[src/rtl/alu_seq_pkg.sv]
// alu_seq_pkg: shared opcodes and FSM state encoding for alu_seq.
// Imported by alu_seq and alu_mul_seq.
package alu_seq_pkg;

    localparam logic [2:0] OP_ADD   = 3'b000;
    localparam logic [2:0] OP_SUB   = 3'b001;
    localparam logic [2:0] OP_LOGIC = 3'b010;
    localparam logic [2:0] OP_ANY   = 3'b011;
    localparam logic [2:0] OP_ALL   = 3'b100;
    localparam logic [2:0] OP_MIX   = 3'b101;
    localparam logic [2:0] OP_MUL   = 3'b110;
    localparam logic [2:0] OP_NOP   = 3'b111;

    typedef enum logic {
        S_IDLE = 1'b0,
        S_MUL  = 1'b1
    } state_t;

endpackage

[src/rtl/alu_mul_seq.sv]
// alu_mul_seq: WIDTH-bit shift-add multiplier engine, one iteration per step.
// Ports: clock, resetn, load (latch a/b, clear product), step (iterate),
//        a, b (operands), last (final iteration this cycle),
//        prod_nxt (product after the current iteration).
module alu_mul_seq
    import alu_seq_pkg::*;
#(
    parameter int WIDTH = 4
) (
    input  logic                 clock,
    input  logic                 resetn,
    input  logic                 load,
    input  logic                 step,
    input  logic [WIDTH-1:0]     a,
    input  logic [WIDTH-1:0]     b,
    output logic                 last,
    output logic [2*WIDTH-1:0]   prod_nxt
);

    localparam int RW = 2 * WIDTH;
    localparam int CW = $clog2(WIDTH);

    logic [RW-1:0]    mcand_q, mcand_d;
    logic [WIDTH-1:0] mplr_q, mplr_d;
    logic [RW-1:0]    prod_q, prod_d;
    logic [CW-1:0]    count_q, count_d;

    always_comb begin
        prod_nxt = prod_q + (mplr_q[0] ? mcand_q : '0);
        last     = step && (count_q == CW'(WIDTH - 1));
        mcand_d  = mcand_q;
        mplr_d   = mplr_q;
        prod_d   = prod_q;
        count_d  = count_q;
        if (load) begin
            mcand_d = {{WIDTH{1'b0}}, a};
            mplr_d  = b;
            prod_d  = '0;
            count_d = '0;
        end else if (step) begin
            prod_d  = prod_nxt;
            mcand_d = mcand_q << 1;
            mplr_d  = mplr_q >> 1;
            count_d = count_q + 1'b1;
        end
    end

    always_ff @(posedge clock or negedge resetn) begin
        if (!resetn) begin
            mcand_q <= '0;
            mplr_q  <= '0;
            prod_q  <= '0;
            count_q <= '0;
        end else begin
            mcand_q <= mcand_d;
            mplr_q  <= mplr_d;
            prod_q  <= prod_d;
            count_q <= count_d;
        end
    end

endmodule

[src/rtl/alu_seq.sv]
// alu_seq: registered ALU with start/done handshake, accumulator feedback
// and optional multi-cycle multiply (macro ALU_MUL_EN).
// Ports: clock, resetn, start, op, acc_sel, a, b -> result (2*WIDTH), done,
//        busy, zero.
module alu_seq
    import alu_seq_pkg::*;
#(
    parameter int WIDTH = 4
) (
    input  logic                 clock,
    input  logic                 resetn,
    input  logic                 start,
    input  logic [2:0]           op,
    input  logic                 acc_sel,
    input  logic [WIDTH-1:0]     a,
    input  logic [WIDTH-1:0]     b,
    output logic [2*WIDTH-1:0]   result,
    output logic                 done,
    output logic                 busy,
    output logic                 zero
);

    localparam int RW = 2 * WIDTH;

    logic [RW-1:0]    result_q, result_d;
    logic             done_q, done_d;
    logic             zero_q, zero_d;
    logic [WIDTH-1:0] b_eff;
    logic [WIDTH:0]   sum;
    logic [WIDTH:0]   dif;
    logic [RW-1:0]    alu_res;

    // B is resolved from the result register as it stands before the edge
    always_comb begin
        b_eff   = acc_sel ? result_q[WIDTH-1:0] : b;
        sum     = {1'b0, a} + {1'b0, b_eff};
        // extra MSB of the difference is the unsigned borrow
        dif     = {1'b0, a} - {1'b0, b_eff};
        alu_res = '0;
        unique case (op)
            OP_ADD:   alu_res = {{(WIDTH-1){1'b0}}, sum};
            OP_SUB:   alu_res = {{(WIDTH-1){1'b0}}, dif};
            OP_LOGIC: alu_res = {a ^ b_eff, a | b_eff};
            OP_ANY: begin
                if (|{a, b_eff}) begin
                    alu_res[RW-1] = 1'b1;
                    alu_res[0]    = 1'b1;
                end
            end
            OP_ALL: begin
                if (&{a, b_eff}) alu_res[RW-2:1] = '1;
            end
            OP_MIX:   alu_res = {~a, b_eff};
            OP_MUL:   alu_res = '0;
            OP_NOP:   alu_res = '0;
        endcase
    end

`ifdef ALU_MUL_EN
    state_t        state_q, state_d;
    logic          busy_q, busy_d;
    logic          mul_load;
    logic          mul_step;
    logic          mul_last;
    logic [RW-1:0] mul_prod;

    assign mul_load = (state_q == S_IDLE) && start && (op == OP_MUL);
    assign mul_step = (state_q == S_MUL);

    alu_mul_seq #(
        .WIDTH (WIDTH)
    ) u_mul (
        .clock    (clock),
        .resetn   (resetn),
        .load     (mul_load),
        .step     (mul_step),
        .a        (a),
        .b        (b_eff),
        .last     (mul_last),
        .prod_nxt (mul_prod)
    );

    always_comb begin
        state_d  = state_q;
        busy_d   = busy_q;
        result_d = result_q;
        done_d   = 1'b0;
        zero_d   = zero_q;
        unique case (state_q)
            S_IDLE: begin
                if (start) begin
                    if (op == OP_MUL) begin
                        state_d = S_MUL;
                        busy_d  = 1'b1;
                    end else begin
                        result_d = alu_res;
                        done_d   = 1'b1;
                        zero_d   = (alu_res == '0);
                    end
                end
            end
            S_MUL: begin
                // start is ignored here; it is not queued
                if (mul_last) begin
                    state_d  = S_IDLE;
                    busy_d   = 1'b0;
                    result_d = mul_prod;
                    done_d   = 1'b1;
                    zero_d   = (mul_prod == '0);
                end
            end
        endcase
    end

    always_ff @(posedge clock or negedge resetn) begin
        if (!resetn) begin
            state_q  <= S_IDLE;
            busy_q   <= 1'b0;
            result_q <= '0;
            done_q   <= 1'b0;
            zero_q   <= 1'b1;
        end else begin
            state_q  <= state_d;
            busy_q   <= busy_d;
            result_q <= result_d;
            done_q   <= done_d;
            zero_q   <= zero_d;
        end
    end

    assign busy = busy_q;
`else
    // without the multiplier, opcode 110 is a one-cycle write of zero
    always_comb begin
        result_d = result_q;
        done_d   = 1'b0;
        zero_d   = zero_q;
        if (start) begin
            result_d = alu_res;
            done_d   = 1'b1;
            zero_d   = (alu_res == '0);
        end
    end

    always_ff @(posedge clock or negedge resetn) begin
        if (!resetn) begin
            result_q <= '0;
            done_q   <= 1'b0;
            zero_q   <= 1'b1;
        end else begin
            result_q <= result_d;
            done_q   <= done_d;
            zero_q   <= zero_d;
        end
    end

    assign busy = 1'b0;
`endif

    assign result = result_q;
    assign done   = done_q;
    assign zero   = zero_q;

endmodule

[config.mk]
export PLATFORM = sky130hd
export DESIGN_NAME = alu_seq
export DESIGN_NICKNAME = d
export VERILOG_FILES = /design/src/rtl/alu_seq_pkg.sv /design/src/rtl/alu_mul_seq.sv /design/src/rtl/alu_seq.sv
export SDC_FILE = /design/constraint.sdc
export NUM_CORES = 1
export LEC_CHECK = 0
export ABC_CLOCK_PERIOD_IN_PS = 2600
export BUFFER_PORTS_ARGS = -buffer_cell sky130_fd_sc_hd__buf_2
export CORE_MARGIN = 10
export CORE_UTILIZATION = 49
export DETAILED_ROUTE_END_ITERATION = 6
export PLACE_DENSITY = 0.76
export SYNTH_ARGS = -nofsm -noshare
export SYNTH_HDL_FRONTEND = slang
export SYNTH_HIERARCHICAL = 1
export SYNTH_SLANG_ARGS = --single-unit
[constraint.sdc]
create_clock -name clock -period 2.6 [get_ports clock]
set_clock_uncertainty 0.15 [all_clocks]
set_input_delay 0.39 -clock clock [delete_from_list [all_inputs] [get_ports clock]]
set_output_delay 0.39 -clock clock [all_outputs]
set_load 0.02 [all_outputs]
After elaboration in Yosys (flattened, before gate mapping)

Cells that the tools add are included.

Add/sub/neg operators: 2
Bitwise logic cells: 3
Multiplexer cells: 7
Eq/ne operators: 5
Reductions and logical operators: 4

Operator list:

| operator             | number |
|---|---|
| $pmux W6 S5          | 1 |
| $logic_not A8 Y1     | 1 |
| $reduce_and A8 Y1    | 1 |
| $reduce_or A8 Y1     | 1 |
| $eq A3 B2 Y1 const B | 2 |
| $eq A3 B3 Y1 const B | 2 |
| $mux W6              | 1 |
| $add A4 B4 Y5        | 1 |
| $pmux W1 S5          | 1 |
| $sub A4 B4 Y5        | 1 |
| $mux W4              | 1 |
| $not A4 Y4           | 1 |
| $or A4 B4 Y4         | 1 |
| $xor A4 B4 Y4        | 1 |
| $eq A3 B1 Y1 const B | 1 |
| $logic_not A3 Y1     | 1 |
| $pmux W1 S3          | 1 |
| $mux W1              | 2 |

Flip-flop bits (word level): 10
Output and inout port bits: 11

Depth between registers and ports, before layout

Gate-level depths: netlist of the first run.

Depth after elaboration: 5
Mapped depth: 11
Depth with buffers taken out: 10

Worst setup path after synthesis of the first run

OpenSTA, ideal clock, no wires.

Path type: input -> register
Start point: in acc_sel
End point: reg zero_q, in the netlist zero
Setup time: 0.095 ns
Path slack: -0.050 ns
Stages on the path: 11
Arrival: 2.405 ns
Cells stage by stage: buf_6 -> mux2i_1 -> inv_1 -> ha_1 -> inv_1 -> fa_1 -> mux2_2 -> a221oi_1 -> a2111oi_4 -> nand4b_1 -> o32ai_2

Cells in the longest elaborated chain, start to end: 5
Elaborated cells between the ends (all ways): 13
Those cells by class: add/sub: 2; mux: 6; bitwise: 2; reduce/logical: 3

Ends and longest elaborated chain:

| item                                                  | line           | text |
|---|---|---|
| start, declared                                       | alu_seq.sv:14  | `input logic acc_sel,` |
| $mux W4 (*)                                           | alu_seq.sv:35  | `b_eff = acc_sel ? result_q[WIDTH-1:0] : b;` |
| branches (longest 3 deep; another with $sub A4 B4 Y5) | -              |  |
| $logic_not A8 Y1 (*)                                  | alu_seq.sv:141 | `zero_d = (alu_res == '0);` |
| end signal, assigned                                  | alu_seq.sv:153 | `zero_q <= zero_d;` |
| end, declared                                         | alu_seq.sv:27  | `logic zero_q, zero_d;` |

Mark *: on every way between the ends.
A chain may end at the register's enable or synchronous reset.

Final worst setup path of the first run

Start point: reg result_q[0], in the netlist result[0]
End point: reg zero_q, in the netlist zero

Cells in the longest elaborated chain, start to end: 5
Elaborated cells between the ends (all ways): 13
Those cells by class: add/sub: 2; mux: 6; bitwise: 2; reduce/logical: 3

Ends and longest elaborated chain:

| item                                                  | line           | text |
|---|---|---|
| start, declared                                       | alu_seq.sv:25  | `logic [RW-1:0] result_q, result_d;` |
| start signal, assigned                                | alu_seq.sv:151 | `result_q <= result_d;` |
| $mux W4 (*)                                           | alu_seq.sv:35  |  |
| branches (longest 3 deep; another with $sub A4 B4 Y5) | -              |  |
| $logic_not A8 Y1 (*)                                  | alu_seq.sv:141 |  |

Marks and branches as above.

==> results.md, run 1 <==
- The first TritonRoute pass finished after 4 iterations.
- The largest single stage delay on the critical path is 0.42 ns.
- The average instance area after synthesis is 9.15 µm².
- The relative area change from synthesis to final layout is 23.6%.
- The data arrival time of the critical path is 2.56 ns.
- The clock tree root driver cell is clkbuf_4.
- The analysis attributes to cell leakage a power of 0.000697 µW.
- The pin count of the biggest net entering global routing is 18.
- The met1 layer usage reported by global route is 0.158.
- The count of final max-slew check failures is 0.
- The worst setup path is of the reg2reg kind.
- The post-layout net count is 200.
- In this run, distinct cell masters in the synthesized netlist total 55.
- The synthesized netlist occupies a cell area of 1230 µm².
- The warning count from the yosys run is 6.
- The post-layout worst setup margin is 0.0745 ns.
- The number of clock sinks seen by CTS is 10.
- The number of placed I/O pins is 26.
- The number of flops mapped to enable cells by yosys is 0.
- The type of element launching the critical path is a flip-flop.
- In the global route stage, met3 resource usage came out at 0.0282.
- The highest ir drop seen on vdd is 0.000342 V.
- After synthesis the netlist holds a flip-flop and latch count of 10.
- The path class of the tightest hold or removal check is in2reg.
- The core region area is 2430 µm².
- Adding up every negative setup slack in the final design gives 0 ns.
- No sink is reached through more buffers than the 2 on the longest clock path.
- In this run, CTS created clock tree buffers numbering 3.
- The CTS H-tree depth is 1.
- Traced cell by cell, the critical path runs through mux2i_1, inv_1, ha_2, inv_2, fa_1, mux2_4, a221oi_4, a2111oi_4, nand4b_1, o32ai_2.
- The met2 track demand over resource in global routing is 0.228.
- Synthesis produced 134 cells.
- The number of core rows is 18.
- Ranked by total cell area, the synthesized netlist is headed by dfrtp_1 18%, ha_1 13%, a2111oi_4 4.5%.
- The pre-CTS setup slack is -0.161 ns.
- The clock network latency to the later pin of the worst-skew pair is 0.26 ns.
- After detailed routing, the number of vias per cell comes to 5.92.
- The number of buffer and inverter instances along the worst setup path is 2.
- The category of cells accounting for the largest share of critical-path delay is adder cells.
- The register clock-pin slew on the reported worst setup and hold paths is 0.07 ns.
- The synthesized netlist net count is 164.
- The total wire length is 3280 µm.
- After the first detailed-routing iteration, the DRC count stood at 117.
- The count of fill cells added during filler insertion is 207.
- The proportion of synthesized chip area in sequential cells is 0.205.
- The x dimension of the die is 70.0 µm.
- The portion of synthesized cell area occupied by the leading cell type is 0.184.
- Data on the critical path is required at its endpoint by 2.63 ns.
- The number of antenna diodes in the final layout is 0.
- Summing over every cut layer, the via total after detailed routing is 1178.
- Of all cell types, the one taking the most synthesized area is dfrtp_1.
- The height of the die is 70.0 µm.
- Port buffering added 24 buffers.
- The average wire per standard cell is 16.5 µm.
- The total setup violations reported at the end of the flow is 0.
- The run finished with clean final reports.
- The total die area is 4900 µm².
- The highest net fanout along the worst path is 3.
- The first global-routing pass estimated 5710 µm of wire.
- The sequential cells in the finished layout cover a total of 253 µm².
- The worst setup path is captured at a flip-flop.
- The final antenna-violating net count is 0.
- The fraction of layout instances using a drive strength above 1 is 0.367.
- The count of endpoints failing hold in the final timing report is 0.
- The sum of net half-perimeters after detailed placement is 2620 µm.
- In the finished design, the share of the clock period the worst path needs comes to 0.971.
- On the critical path, the stage with the largest delay is an instance of fa_1.
- The TritonCTS clock tree is done.
- After detailed routing, the number of remaining DRC violations is 0.
- The post-route minimum period is 2.53 ns.
- Across every metal layer, demand over resource in global routing totals 0.135.
- The power density relative to cell area is 433 nW/µm².
- The multi-input gate area in the final layout is 912 µm².
- For this run, asynchronously set or reset flops after synthesis account for 1.00.
- Summed over all layers, the global routing overflow is 0.
- The final weighted congestion in routability-driven placement is 0.903.
- The initial antenna violation count came to 0.
- The number of global-route vias before repair is 1210.
- The busiest layer in global routing is met2.
- Max-cap violations in this run came to 0.
- The predominant post-synthesis flop cell is dfrtp_1.
- Static timing analysis puts the maximum clock frequency at 396 MHz.
- The commonest cells after synthesis are 13 x ha_1, 13 x inv_1, 9 x a21oi_1, 9 x dfrtp_1, 9 x nor2_1.
- For this configuration, the core starts out at a cell density of 0.504.
[placed cells by master, fill, tap and decap left out, types with 2 or more instances in the layout]
cell	n
buf_2	24
buf_4	13
inv_1	12
ha_1	11
nor2_1	9
a21oi_1	8
dfrtp_1	8
nand2_1	5
mux2i_1	3
o2111ai_1	3
nand3_1	3
a31oi_1	3
o21bai_1	3
o22ai_1	3
clkbuf_4	3
nor2b_1	2
nand2b_1	2
nor3_1	2
nor4_1	2
a2111oi_4	2
nor3b_2	2
xnor2_1	2
a211oi_1	2
fa_1	2
ha_2	2
[final cells by class]
class,instances,share of cell area
Clock buffer,4,0.0239
Inverter,13,0.0322
Multi-Input combinational cell,104,0.602
Sequential cell,10,0.167
Tap cell,30,0.0248
Timing Repair Buffer,38,0.150
[final timing paths]
check	to	depth (start not counted)	slack [ns]	startpoint
worst min-delay path	done$_DFF_PN0_	1	0.26	start
max in group asynchronous	zero$_DFFE_PN1P_	2	1.69	resetn
worst max-delay path	zero$_DFFE_PN1P_	10	0.07	result[0]$_DFFE_PN0P_
worst max register to register	zero$_DFFE_PN1P_	10	0.07	result[0]$_DFFE_PN0P_
min in group asynchronous	result[2]$_DFFE_PN0P_	2	0.36	resetn
worst min register to register	zero$_DFFE_PN1P_	2	0.35	zero$_DFFE_PN1P_
[where the power goes]
group	leakage [µW]	total, µW	switching, µW	internal (µW)
Clock	0.0000210	138	53.4	85.0
Combinational	0.000558	323	180	143
Sequential	0.000118	194	17.8	177
[routing by layer]
layer / routed length [µm] / up-vias
met1: 1320 / 557
met3: 234 / 10
li1: - / 560
met2: 1620 / 51
met4: 104 / 0
met5: 0 / -
[metrics by stage]
step                utilization  total power [µW]  hold slack, ns  instances  cell area [µm²]
finish                    0.623               656           0.260        199             1520
global route              0.623               706           0.266        199             1520
CTS                       0.604               640           0.252        197             1470
detailed placement        0.582               496           0.111        191             1420
global placement          0.582               485          0.0999        191             1420
floorplan                     -               395         -0.0556        134             1230
[kinds of logic after synthesis]
logic type	count (synthesis)	share of synthesized area
simple gates	38	0.191
xor+xnor	3	0.0214
buf+inv	20	0.0796
other cells	1	0.00306
mux	6	0.0541
compound gates	41	0.281
flops	10	0.205
fa+ha+maj	15	0.165
[sequential cells by signal, summed over array words and instances (netlist names)]
signal / cells
done: 1
result: 8
zero: 1
[repair_timing]
action                                  CTS  global route
pin swaps                                 0             4
endpoints found under the setup margin    1             1
resized for setup                         0             8
endpoints found under the hold margin     9             0
hold buffers                              1             0
buffers inserted                          1             2
No activity file was read; power rests on OpenSTA's default activity.
==> inputs of run 2 (changes only) <==
--- a/config.mk
+++ b/config.mk
@@ -5,7 +5,7 @@
 export SDC_FILE = /design/constraint.sdc
 export NUM_CORES = 1
 export LEC_CHECK = 0
-export ABC_CLOCK_PERIOD_IN_PS = 2600
+export ABC_CLOCK_PERIOD_IN_PS = 2000
 export BUFFER_PORTS_ARGS = -buffer_cell sky130_fd_sc_hd__buf_2
 export CORE_MARGIN = 10
 export CORE_UTILIZATION = 49
==> constraint.sdc (replaced) <==
create_clock -name clock -period 2 [get_ports clock]
set_clock_uncertainty 0.15 [all_clocks]
set_input_delay 0.3 -clock clock [delete_from_list [all_inputs] [get_ports clock]]
set_output_delay 0.3 -clock clock [all_outputs]
set_load 0.02 [all_outputs]
==> run 2 against run 1 <==
The run now ends with setup timing left. Combinational power rose by 77%. Worst setup slack lost 0.53 ns. Total power grew 53%. Clock-buffer cell count stayed put. First-iteration DRC count shrank 37%. Clock power up 31%. Register-to-register slack got worse by 0.53 ns. Design area rose by 21%. Hold slack worse by 0.098 ns. Critical endpoint unchanged. Largest power group unchanged. Highest routed layer unchanged.
==> results.md, run 2 (synthesized netlist as in run 1, its figures left out) <==
- The number of violations reported at the end of detailed-routing iteration 0 is 74 (-37%).
- The number of vias in the routed layout was 1285 (+9.1%).
- The clock tree root driver cell is clkbuf_4.
- The height of the die is 70.0 µm (unchanged).
- The number of clock sinks seen by CTS came to 10 (unchanged).
- The core region area is 2430 µm² (unchanged).
- The initial antenna violation count is 0 (unchanged).
- The TritonCTS buffer count was 3 (unchanged).
- The checks that failed: setup timing.
- The power density relative to cell area was 547 nW/µm² (+26%).
- The cell leakage power is 0.000816 µW (+17%).
- The post-layout net count is 222 (+11%).
- The instance count after placement with tap cells included is 207 (+8.4%).
- The first-pass GRT wire length was 6460 µm (+13%).
- The summed negative setup slack over all endpoints is -1.43 ns (-1.43 ns).
- The register clock-pin slew on the reported worst setup and hold paths came to 0.07 ns (about the same).
- In the layout the commonest cells are 31 x buf_4, 24 x buf_2, 11 x inv_1.
- The master of the slowest instance on the critical path is dfrtp_2.
- The count of endpoints failing hold in the final timing report was 0 (unchanged).
- The number of vias per cell after detailed routing was 5.81 (-1.8%).
- The number of cells on the worst hold path came to 1 (unchanged).
- The number of global-route vias before repair is 1351 (+12%).
- The worst setup path is launched from a flip-flop.
- The category of the worst setup path capture point is a flip-flop.
- The number of cells traversed by the worst register-to-register path is 10 (unchanged).
- The post-layout instance count excluding filler cells came to 221 (+11%).
- The clock share of power came to 0.181 (-0.030).
- Setup repair after global routing could not meet its margin everywhere.
- The total iterations of the first detailed-routing run is 4 (unchanged).
- TritonCTS built the clock tree.
- The highest ir drop seen on vdd is 0.000632 V (+85%).
- The number of buffer and inverter instances along the worst setup path is 2 (unchanged).
- The number of flip-flops in the largest register is 8 (unchanged).
- The overall fraction of global-route tracks in use is 0.154 (+0.0185).
- The pin count of the biggest net entering global routing is 18 (unchanged).
- The count of final max-slew check failures is 0 (unchanged).
- The internal cell power is 623 µW (+54%).
- The path class of the tightest hold or removal check is in2reg.
- The initial core utilization came to 0.504 (unchanged).
- The highest cell delay on the worst timing path came to 0.44 ns (+0.02 ns).
- The clock network latency to the later pin of the worst-skew pair was 0.26 ns (about the same).
- The number of core rows was 18 (unchanged).
- The highest clock frequency the design can meet is 407 MHz (+2.8%).
- The total die area is 4900 µm² (unchanged).
- The total wire length is 3930 µm (+20%).
- The total setup violations reported at the end of the flow came to 5 (+5).
- The number of buffers between clock root and the deepest sink is 2 (unchanged).
- The number of maximum-capacitance constraint violations was 0 (unchanged).
- Walking the worst path, the cells encountered are mux2i_4, inv_2, ha_2, inv_2, fa_2, mux2_4, a221oi_4, a2111oi_4, nand4b_1, o32ai_2.
- The final critical-path share of the clock period is 1.23 (+0.258).
- The combinational share of power is 0.571 (+0.079).
- The post-layout worst setup margin came to -0.458 ns (-0.532 ns).
- The data arrival time of the critical path is 2.49 ns (-0.07 ns).
- The category of the critical setup timing path is reg2reg.
- The switching power of the nets is 378 µW (+51%).
- The total of buffers placed on input and output ports is 24 (unchanged).
- The placed cell area is 1570 µm² (+11%).
- The CTS H-tree depth was 1 (unchanged).
- The residual DRC count is 0 (unchanged).
- The sequential cell fraction of total power is 0.248 (-0.048).
- The final weighted congestion in routability-driven placement is 0.955 (+5.7%).
- The count of fill cells added during filler insertion came to 169 (-18%).
- The critical path starts at result[0]$_DFFE_PN0P_.
- In this design, the critical path's most frequently occurring cell is inv_2.
- The start of the worst register-to-register path is result[0]$_DFFE_PN0P_.
- The highest net fanout along the worst path is 3 (unchanged).
- The setup slack of the worst register-to-register path is -0.46 ns (-0.53 ns).
- The fraction of layout instances using a drive strength above 1 is 0.508 (+0.141).
- The most common cell after layout, fill and taps aside is buf_4.
- The total congestion overflow is 0 (unchanged).
- The area growth from synthesis to layout is 49.2%.
- The sum of net half-perimeters after detailed placement is 3000 µm (+14%).
- The x dimension of the die was 70.0 µm (unchanged).
- The worst hold-check slack is 0.162 ns (-0.0982 ns).
- The startpoint identified for the worst hold timing path is start.
- The post-route cell area is 1830 µm² (+21%).
- The run finished, with violations left.
- The switching share of power was 0.378 (-0.00502).
- The path with the worst hold slack has its endpoint at done$_DFF_PN0_.
- The post-route minimum period is 2.46 ns (-0.0677 ns).
- The category of cells accounting for the largest share of critical-path delay is adder cells.
- The endpoint of the worst-slack reg-to-reg timing path is zero$_DFFE_PN1P_.
- The final antenna-violating net count is 0 (unchanged).
- The count of antenna diodes in the layout is 0 (unchanged).
- The required time at the worst-slack endpoint is 2.03 ns (-0.60 ns).
- The average wire per standard cell is 17.8 µm (+7.9%).
- The number of placed I/O pins is 26 (unchanged).
-- run 2: cell count changes in the layout (fill, tap and decap cells not counted), sizes merged --
cell | previous run | this run
buf | 37 | 59
-- run 2: worst max path at each step --
stage	slack (ns)	end	cells past startpoint
2_1_floorplan	-0.40	zero$_DFFE_PN1P_	10
3_3_place_gp	-0.52	zero$_DFFE_PN1P_	10
3_5_place_dp	-0.61	zero$_DFFE_PN1P_	10
4_1_cts	-0.52	zero$_DFFE_PN1P_	9
5_1_grt	-0.50	zero$_DFFE_PN1P_	10
6_report	-0.46	zero$_DFFE_PN1P_	10
-- run 2: what timing repair did --
| action | in CTS | in global routing |
|---|---|---|
| hold endpoints to repair | 10 | 0 |
| buffers inserted | 7 | 2 |
| resized for setup | 13 | 9 |
| setup endpoints to repair | 5 | 7 |
| hold buffers | 1 | 0 |
| pin swaps | 6 | 5 |
-- run 2: per-stage QoR --
stage	util	setup slack [ns]	total power (µW)
after global placement	0.647	-0.523	691
after CTS	0.726	-0.522	960
final	0.752	-0.458	1000
after global routing	0.752	-0.504	1060
after detailed placement	0.647	-0.609	711
after floorplan	-	-0.404	532
-- run 2: area by class of cell --
type / instances / area (µm²) / share of cell area
Inverter: 13 / 48.8 / 0.0267
Multi-Input combinational cell: 104 / 1050 / 0.572
Clock buffer: 4 / 36.3 / 0.0198
Sequential cell: 10 / 253 / 0.138
Timing Repair Buffer: 60 / 408 / 0.223
Tap cell: 30 / 37.5 / 0.0205
-- run 2: power by group through the flow --
stage | clock network, µW | logic, µW | registers, µW
floorplan | 0 | 247 | 285
global placement | 0 | 441 | 250
detailed placement | 0 | 459 | 251
CTS | 183 | 532 | 246
global route | 195 | 618 | 250
finish | 181 | 571 | 248
-- run 2: per-layer routing --
layer  vias to the layer above  GRT usage  wire length (µm)
li1                        606          -                 -
met1                       623      0.172              1560
met2                        44      0.280              2030
met3                        12     0.0339               201
met4                         0     0.0461               134
met5                         -          0                 0
==> inputs of run 3 (changes only) <==
--- a/config.mk
+++ b/config.mk
@@ -5,12 +5,16 @@
 export SDC_FILE = /design/constraint.sdc
 export NUM_CORES = 1
 export LEC_CHECK = 0
+export ABC_AREA = 1
 export ABC_CLOCK_PERIOD_IN_PS = 2000
 export BUFFER_PORTS_ARGS = -buffer_cell sky130_fd_sc_hd__buf_2
+export CELL_PAD_IN_SITES_DETAIL_PLACEMENT = 0
+export CELL_PAD_IN_SITES_GLOBAL_PLACEMENT = 1
 export CORE_MARGIN = 10
-export CORE_UTILIZATION = 49
+export CORE_UTILIZATION = 33
+export CTS_CLUSTER_DIAMETER = 80
 export DETAILED_ROUTE_END_ITERATION = 6
-export PLACE_DENSITY = 0.76
+export PLACE_DENSITY_LB_ADDON = 0.1
 export SYNTH_ARGS = -nofsm -noshare
 export SYNTH_HDL_FRONTEND = slang
 export SYNTH_HIERARCHICAL = 1
==> run 3 against run 2 <==
The run still ends with setup timing left. Non-clock buffer count fell by 11. Design area down 9.2%. Critical path depth grew 3. Flip-flop and latch count stayed put. Global-route usage fell by 3.7 points. Hold slack got worse by 0.022 ns. Largest cell class unchanged.
==> results.md, run 3 <==
- STA classifies the critical path startpoint as a flip-flop.
- The TritonCTS buffer count came to 3 (unchanged).
- For the pin with the worst max-slew slack, the measured transition is 0.557 ns.
- The required time at the worst-slack endpoint is 2.03 ns (about the same).
- The total wire length is 3610 µm (-8.1%).
- The count of antenna diodes in the layout is 0 (unchanged).
- The first-pass GRT wire length is 6090 µm (-5.7%).
- The sum of internal, switching and leakage power is 879 µW (-12%).
- The number of maximum-capacitance constraint violations is 0 (unchanged).
- STA classifies the critical path endpoint as a flip-flop.
- The fraction of layout instances using a drive strength above 1 is 0.356 (-0.152).
- The total setup violations reported at the end of the flow is 2 (-3).
- The relative area change from synthesis to final layout is 42.5%.
- The number of vias per cell after detailed routing is 4.62 (-21%).
- The count of endpoints failing hold in the final timing report is 0 (unchanged).
- The height of the die is 79.4 µm (+13%).
- The cell leakage power was 0.000922 µW (+13%).
- The initial core utilization is 0.347 (-0.157).
- The warning count from the yosys run is 6 (unchanged).
- The total of buffers placed on input and output ports is 24 (unchanged).
- The most common cell after layout, fill and taps aside is nand2_1.
- The number of violations reported at the end of detailed-routing iteration 0 is 82 (+11%).
- The post-layout worst setup margin was -0.110 ns (+0.348 ns).
- The setup path with the least slack is of type reg2reg.
- TritonCTS built the clock tree.
- The total die area came to 6310 µm² (+29%).
- The post-layout net count came to 267 (+20%).
- The clock network latency to the later pin of the worst-skew pair is 0.25 ns (about the same).
- The core region area is 3360 µm² (+38%).
- The number of flip-flops in the largest register is 8 (unchanged).
- The run finished, with violations left.
- The data arrival time of the critical path is 2.14 ns (-0.35 ns).
- The total congestion overflow came to 0 (unchanged).
- The number of vias in the routed layout came to 1302 (+1.3%).
- Sorting the synthesized cells by area gives the leading types as dfrtp_1 19%, nand2_1 17%, ha_1 14%.
- The predominant post-synthesis flop cell is dfrtp_1.
- The checks that failed: setup timing.
- Sorting the synthesized cells by how often they occur yields 53 x nand2_1, 31 x nor2_1, 25 x inv_1, 13 x ha_1, 13 x nand3_1.
- The power density relative to cell area is 529 nW/µm² (-3.3%).
- The total iterations of the first detailed-routing run was 4 (unchanged).
- The register clock-pin slew on the reported worst setup and hold paths is 0.07 ns (about the same).
- The residual DRC count came to 0 (unchanged).
- The portion of synthesized cell area occupied by the leading cell type is 0.193 (+0.00946).
- The top cell types in the final layout, fill and taps aside, are 45 x nand2_1, 28 x nor2_1, 24 x buf_2.
- The count of cell types in the netlist is 28 (-49%).
- The area of the mapped netlist is 1170 µm² (-4.9%).
- The number of global-route vias before repair is 1343 (-0.59%).
- The sum of net half-perimeters after detailed placement is 3080 µm (+2.7%).
- The synthesized netlist net count was 217 (+32%).
- The x dimension of the die is 79.4 µm (+13%).
- The count of final max-slew check failures is 0 (unchanged).
- The number of placed I/O pins was 26 (unchanged).
- The count of state elements after synthesis was 10 (unchanged).
- The CTS H-tree depth is 1 (unchanged).
- The pin count of the biggest net entering global routing is 16 (-2).
- The final antenna-violating net count is 0 (unchanged).
- The number of clock sinks seen by CTS is 10 (unchanged).
- The utilization after layout is 0.494 (-0.258).
- The clock tree root driver cell is clkbuf_4.
- The highest net fanout along the worst path was 3 (unchanged).
- The final critical-path share of the clock period is 1.06 (-0.174).
- The count of fill cells added during filler insertion was 385 (+130%).
- The pre-CTS setup slack is -0.323 ns (+0.286 ns).
- Setup repair after global routing could not meet its margin everywhere.
- The number of flops mapped to enable cells by yosys is 0 (unchanged).
- Among all cell types in the netlist, the one instantiated most often is nand2_1.
- The average wire per standard cell is 12.8 µm (-28%).
- The highest clock frequency the design can meet is 474 MHz (+16%).
- The placed cell area is 1530 µm² (-2.5%).
- The overall fraction of global-route tracks in use is 0.117 (-0.0369).
- The proportion of synthesized chip area in sequential cells came to 0.216 (+0.0106).
- The number of core rows is 21 (+3).
- The number of buffers between clock root and the deepest sink is 2 (unchanged).
- The highest ir drop seen on vdd is 0.000163 V (-74%).
- The post-synthesis instance total is 187 (+40%).
- The path class of the lowest-slack min-delay path is in2reg.
- The post-route minimum period is 2.11 ns (-0.348 ns).
- In this run the tightest slew margin relative to its limit is 0.626.
- The post-route cell area is 1660 µm² (-9.2%).
- The final weighted congestion in routability-driven placement is 0.862 (-9.7%).
- The initial antenna violation count is 0 (unchanged).
- The summed negative setup slack over all endpoints is -0.180 ns (+1.25 ns).
- The cell taking the most area after synthesis is dfrtp_1.
- The average instance area after synthesis is 6.24 µm² (-32%).
- The share of async-settable or async-resettable flops after synthesis is 1.00 (unchanged).
-- run 3: final cells by class --
cell class | instances | area (µm²) | area share
Timing Repair Buffer | 49 | 314 | 0.189
Clock buffer | 4 | 36.3 | 0.0218
Inverter | 29 | 116 | 0.0700
Multi-Input combinational cell | 144 | 885 | 0.532
Tap cell | 46 | 57.6 | 0.0346
Sequential cell | 10 | 253 | 0.152
-- run 3: timing repair --
action / CTS / global route
endpoints found under the hold margin: 10 / 0
hold buffers: 1 / 0
setup endpoints to repair: 4 / 5
buffers inserted: 1 / 2
pin swaps: 8 / 6
resized for setup: 5 / 16
-- run 3: final timing paths --
path / slack (ns) / to / startpoint / cells after the start
worst max-delay path: -0.11 / result[2]$_DFFE_PN0P_ / result[0]$_DFFE_PN0P_ / 13
worst min-delay path: 0.14 / done$_DFF_PN0_ / start / 1
worst max register to register: -0.11 / result[2]$_DFFE_PN0P_ / result[0]$_DFFE_PN0P_ / 13
worst min register to register: 0.33 / zero$_DFFE_PN1P_ / zero$_DFFE_PN1P_ / 2
max in group asynchronous: 1.17 / zero$_DFFE_PN1P_ / resetn / 2
min in group asynchronous: 0.28 / result[5]$_DFFE_PN0P_ / resetn / 2
-- run 3: critical path, cell delays in order, from the launching register on --
cell     delay [ns]
dfrtp_2        0.41
nand2_2        0.09
nand2_4        0.07
ha_4           0.16
fa_2           0.37
buf_4          0.15
nand2_1        0.05
inv_1          0.04
nor2_1         0.08
nand2_1        0.07
nand2_2        0.10
nor2_4         0.04
buf_6          0.11
a31oi_1        0.14
-- run 3: cell families (layout without fill, tap and decap cells) --
family / Yosys count / after routing / share of synthesized area
flops: 10 / 10 / 0.216
simple gates: 108 / 108 / 0.387
buf+inv: 33 / 82 / 0.121
fa+ha+maj: 15 / 15 / 0.174
other cells: 1 / 1 / 0.00322
compound gates: 20 / 20 / 0.0987
-- run 3: per-stage QoR --
| stage | cells | hold slack (ns) |
|---|---|---|
| after floorplan | 187 | -0.146 |
| after global placement | 275 | 0.0129 |
| after detailed placement | 275 | 0.0185 |
| after CTS | 281 | 0.130 |
| after global routing | 282 | 0.150 |
| final | 282 | 0.140 |
-- run 3: power breakdown --
part | switching, µW | internal (µW) | leakage, µW
Sequential | 14.8 | 229 | 0.000121
Clock | 66.1 | 110 | 0.0000210
Combinational | 263 | 195 | 0.000780
Total | 344 | 535 | 0.000922
-- run 3: per-layer routing --
metal | up-vias | track usage | wire (µm)
li1 | 682 | - | -
met1 | 592 | 0.139 | 1640
met2 | 28 | 0.205 | 1760
met3 | 0 | 0.0304 | 210
met4 | 0 | 0.0215 | 0
met5 | - | 0 | 0
